<file path="config.mk">
export PLATFORM = sky130hd
export DESIGN_NAME = inst_encoder
export DESIGN_NICKNAME = d
export VERILOG_FILES = /design/src/rtl/inst_encoder.sv
export SDC_FILE = /design/constraint.sdc
export NUM_CORES = 1
export LEC_CHECK = 0
export CAP_MARGIN = 5
export CORE_MARGIN = 1
export CORE_UTILIZATION = 40
export DETAILED_ROUTE_END_ITERATION = 10
export GPL_ROUTABILITY_DRIVEN = 0
export GPL_TIMING_DRIVEN = 0
export PLACE_DENSITY = 0.68
export SLEW_MARGIN = 20
export SYNTH_ARGS = -nofsm -noshare
export SYNTH_HDL_FRONTEND = slang
export SYNTH_SLANG_ARGS = --single-unit
</file>
<file path="constraint.sdc">
create_clock -name clk -period 3 [get_ports clk]
set_input_delay 0.9 -clock clk [delete_from_list [all_inputs] [get_ports clk]]
set_output_delay 0.9 -clock clk [all_outputs]
set_load 0.05 [all_outputs]
</file>
<file path="src/rtl/inst_encoder.sv">
// RV32I instruction encoder: packs decoded fields into a 32-bit word, range-checks
// the immediate, and queues {err, word} in a 2-entry valid/ready FIFO.
module inst_encoder (
    input  logic        clk,
    input  logic        rst_n,
    input  logic        in_valid,
    output logic        in_ready,
    input  logic [2:0]  fmt,
    input  logic [6:0]  opcode,
    input  logic [4:0]  rd,
    input  logic [4:0]  rs1,
    input  logic [4:0]  rs2,
    input  logic [2:0]  fn3,
    input  logic [6:0]  fn7,
    input  logic [31:0] imm,
    output logic        out_valid,
    input  logic        out_ready,
    output logic [31:0] instOut,
    output logic        err,
    output logic [7:0]  err_cnt
);

    localparam logic [31:0] NOP_WORD = 32'h00000013;

    logic signed [31:0] simm;
    logic [31:0]        enc_word;
    logic               illegal;
    logic [32:0]        entry_in;
    logic [32:0]        mem [2];
    logic               wr_ptr;
    logic               rd_ptr;
    logic [1:0]         count;
    logic               push;
    logic               pop;
    logic [32:0]        head;

    assign simm = imm;

    always_comb begin
        enc_word = '0;
        illegal  = 1'b0;
        case (fmt)
            3'd0: enc_word = {fn7, rs2, rs1, fn3, rd, opcode};
            3'd1: begin
                enc_word = {imm[11:0], rs1, fn3, rd, opcode};
                illegal  = (simm < -32'sd2048) || (simm > 32'sd2047);
            end
            3'd2: begin
                enc_word = {imm[11:5], rs2, rs1, fn3, imm[4:0], opcode};
                illegal  = (simm < -32'sd2048) || (simm > 32'sd2047);
            end
            3'd3: begin
                enc_word = {imm[12], imm[10:5], rs2, rs1, fn3, imm[4:1], imm[11], opcode};
                illegal  = (simm < -32'sd4096) || (simm > 32'sd4094) || imm[0];
            end
            3'd4: begin
                enc_word = {imm[31:12], rd, opcode};
                illegal  = (imm[11:0] != 12'd0);
            end
            3'd5: begin
                enc_word = {imm[20], imm[10:1], imm[11], imm[19:12], rd, opcode};
                illegal  = (simm < -32'sd1048576) || (simm > 32'sd1048574) || imm[0];
            end
            default: illegal = 1'b1;
        endcase
        if (opcode[1:0] != 2'b11) begin
            illegal = 1'b1;
        end
    end

    assign entry_in  = illegal ? {1'b1, NOP_WORD} : {1'b0, enc_word};
    assign in_ready  = (count != 2'd2);
    assign out_valid = (count != 2'd0);
    assign push      = in_valid && in_ready;
    assign pop       = out_valid && out_ready;

    always_ff @(posedge clk or negedge rst_n) begin
        if (!rst_n) begin
            mem[0]  <= '0;
            mem[1]  <= '0;
            wr_ptr  <= 1'b0;
            rd_ptr  <= 1'b0;
            count   <= 2'd0;
            err_cnt <= 8'd0;
        end else begin
            if (push) begin
                mem[wr_ptr] <= entry_in;
                wr_ptr      <= ~wr_ptr;
                if (illegal && (err_cnt != 8'hFF)) begin
                    err_cnt <= err_cnt + 8'd1;
                end
            end
            if (pop) begin
                rd_ptr <= ~rd_ptr;
            end
            case ({push, pop})
                2'b10:   count <= count + 2'd1;
                2'b01:   count <= count - 2'd1;
                default: count <= count;
            endcase
        end
    end

    // When empty, the slot behind rd_ptr is the one just popped, so outputs hold it.
    assign head = (count == 2'd0) ? mem[~rd_ptr] : mem[rd_ptr];
    assign {err, instOut} = head;

endmodule

</file>
==> impl_results.md, run 1 <==
- Drt drc: 0
- CP max stage delay: 0.39 ns
- Routed length per placed instance: ~18 um
- Critical path launch point type: register
- Least-Margin Pin Slew: 0.834 ns
- Final HPWL DP: ~9000 um
- FMAX: about 330 MHz
- Internal power: ~2.5 mW
- Die Area: approximately 11000 um^2
- WS Path Type: register to primary output
- LEAKAGE: roughly 2.6 nW
- Tmin final: between 2 and 3 ns
- Worst Path Buf+Inv: 3
- Gr ovfl total: 0
- CORE AREA: 10400 um^2
- Crit path max fanout: 10
- First-pass GRT wire length: between 20000 and 25000 um
- Commonest non-fill, non-tap cell in the layout: dfrtp_1
- GR Util met1: 0.315
- Sequential area share after synthesis: 0.452
- Clock buffer depth: 2
- Outcome: finished, final reports clean
- Yosys top cell by area: dfrtp_1
- Initial antenna violation count: 0
- Comb power frac: 0.510
- I/O Pins: roughly 110
- Slowest stage cell, crit path: dfrtp_1
- Period Utilization, post-route: 0.996
- Post-synth EDFFs: 0
- Final setup fails: 0
- Worst skew pair latency: around 0.36 ns
- Root buf cell: clkbuf_8
- Total number of vias: roughly 3900
- GRT met2 Usage: 0.379
- Fin. max-slew vios: 0
- Busiest layer in global routing: met2
- Clock tree sinks: 78
- Starting DRC count in detailed routing: ~180
- Top cell type's share of synthesized area: 0.452
- DP Worst Slack: -0.976 ns
- Seq pwr share: 0.308
- Final worst slack: roughly 0.013 ns
- Layout Nets: between 600 and 700
- Routed Antenna Nets: 0
- I/O Buffers: ~110
- Die H: 106 um
- Critical Path RT: 2.10 ns
- Die Width: around 110 um
- Starting density of the core: 0.414
- Synth area leaders: dfrtp_1 45%, mux2_2 9.7%, nand2_1 6.4%, o31ai_2 5.8%, a22oi_1 3.8%
- Syn Nets: approximately 500
- Commonest non-fill, non-tap cells in the layout: 78 x dfrtp_1, 74 x nand2_1, 66 x clkdlybuf4s50_1, 37 x mux2_2, 37 x buf_4
- Area Growth Syn to Fin: 39.2%
- Unrepaired setup endpoints after global routing: true
- DR pass1 iterations: 4
- Synthesized flop and latch total: 78
- Final hold violations: 0
- Worst Hold Class: register to register
- Largest net degree at the start of global routing: 44
- Total track usage: 0.233
- Total net switching power: approximately 1.9 mW
- Clock skew: around 0.014 ns
- Syn Area/Cell: between 10 and 15 um^2
- Cells after Synth: 428
- VDD IR max: ~0.46 mV
- Total Wirelength: 12700 um
- Switching Share: 0.434
- Post-Syn Area: between 4000 and 5000 um^2
- Via density: around 5.6
- Vias in the first global route: ~3900
- Num rows: 37
- Power density over cell area: around 730 nW/um^2
- # diodes: 0
- Met3 usage: 0.0346
- TritonCTS clock tree: done
- Max_cap viols: 0
- CP endpoint kind: primary output
- Share of cells above drive strength 1: 0.266
- Num CTS Buffers: 9
- Clock Power Share: 0.182
- Clock-pin slew on the worst setup and hold paths: around 0.090 ns
- Critical path arrival: 2.09 ns
- Crit path max-delay family: buffers and inverters
- Htree depth: 3
- Top_reg_cell synth: dfrtp_1
- Rel. slew slack: 0.444
- Yosys warning count: 0
- Worst-path cell chain: or2_4, xor2_4, buf_12, clkbuf_8, mux2_2, buf_4
- Count of cell types in the netlist: 49
- Final Util: 0.577
- CTS Hold Bufs: 0
- Ys async rst share: 1.00
## per-layer routing
| metal | wire length, um | part of all wire | vias to the layer above |
|---|---|---|---|
| met2 | 6070 | 0.48 | 121 |
| met3 | 710 | 0.056 | 20 |
| met5 | 0 | 0 | - |
| met4 | 243 | 0.019 | 0 |
| met1 | 5640 | 0.45 | 1968 |
| li1 | - | - | 1835 |
## registers in the layout (all words and copies together) (netlist names)
signal,flops
count,2
err_cnt,8
mem,66
rd_ptr,1
wr_ptr,1
## power by group through the flow
stage                     clock, mW  combinational, mW  sequential [mW]
after CTS                     0.803               2.18             1.36
after floorplan                   0               1.23             1.49
after global placement            0               2.02             1.37
final                         0.801               2.25             1.36
after global routing          0.846               2.39             1.38
after detailed placement          0               2.04             1.38
## stage by stage
step | hold WS, ns | cell area, um^2 | cells | power [mW] | TNS, ns
global route | 0.491 | 6010 | 704 | 4.61 | -0.516
detailed placement | 0.450 | 5640 | 678 | 3.42 | -51.31
CTS | 0.472 | 5850 | 699 | 4.35 | 0
floorplan | 0.428 | 4320 | 428 | 2.72 | 0
finish | 0.463 | 6010 | 704 | 4.40 | 0
global placement | 0.444 | 5620 | 677 | 3.39 | -179.92
## kinds of logic after synthesis
family                     synth area share
buffers and inverters                0.0385
muxes                                 0.104
and+or+nand+nor                       0.157
xor gates and xnor gates             0.0264
DFF                                   0.452
adders and majority gates           0.00580
AOI/OAI and AO/OA                     0.217
## cell usage after synthesis (2+ instances only)
cell type and number:
a21oi_1 17, a22oi_1 22, a311oi_1 6, a31oi_1 3
and3_1 2, and4_1 2, buf_1 4, buf_2 4
buf_6 4, clkbuf_1 20, dfrtp_1 78, ha_1 2
inv_1 2, mux2_2 37, mux2i_1 2, nand2_1 74
nand2b_1 7, nand3_1 7, nand4_1 3, nor2_1 13
nor2b_1 11, nor3_1 3, nor4_1 3, o21ai_0 9
o21ai_1 12, o22a_1 2, o22ai_1 4, o31ai_1 18
o31ai_2 20, or2_2 4, or4_1 3, or4_4 2
xnor2_1 3, xor2_1 10
## what timing repair did
action | CTS | global route
endpoints found under the setup margin | 65 | 79
gates resized for setup | 191 | 57
pin swaps | 6 | 7
setup buffers | 4 | 5
hold endpoints to repair | 0 | 0
gates cloned | 1 | 0
## worst reg2reg max path, stage by stage, from the launching register on
cell and delay, ns:
dfrtp_1 0.39, buf_4 0.15, nand2b_1 0.19, nand2_1 0.18, or2_2 0.14, clkbuf_1 0.24
clkbuf_1 0.43, clkbuf_1 0.54, nand2_1 0.13, o31ai_1 0.09
## final cells by class
cell class / count / area, um^2
inverters: 3 / 11.3
clock buffers: 9 / 124
fillers: 940 / 4410
repair buffers: 124 / 1160
flip-flops and latches: 78 / 1950
clock inverters: 7 / 73.8
multi-input cells: 315 / 2320
well taps: 136 / 170
plain buffers: 32 / 195
## final timing paths
check                      cells after the start  slack (ns)  startpoint          end
max reg2reg                                    9        0.43    count[0]      mem[51]
max                                            6        0.01    count[0]  instOut[15]
min reg2reg                                    1        0.46      mem[1]       mem[1]
max in group asynchronous                      2        1.86       rst_n      mem[36]
min in group asynchronous                      1        0.53       rst_n       mem[1]
min                                            1        0.46      mem[1]       mem[1]
Power figures use the tool's default switching activity.
==> run 2, diff against run 1 <==
Settings changed: ABC_CLOCK_PERIOD_IN_PS set to 3000, CORE_MARGIN 1 to not set, CTS_CLUSTER_SIZE set to 20.
==> results of run 2 <==
Final layout, timing and power as in run 1 (identical DEF).
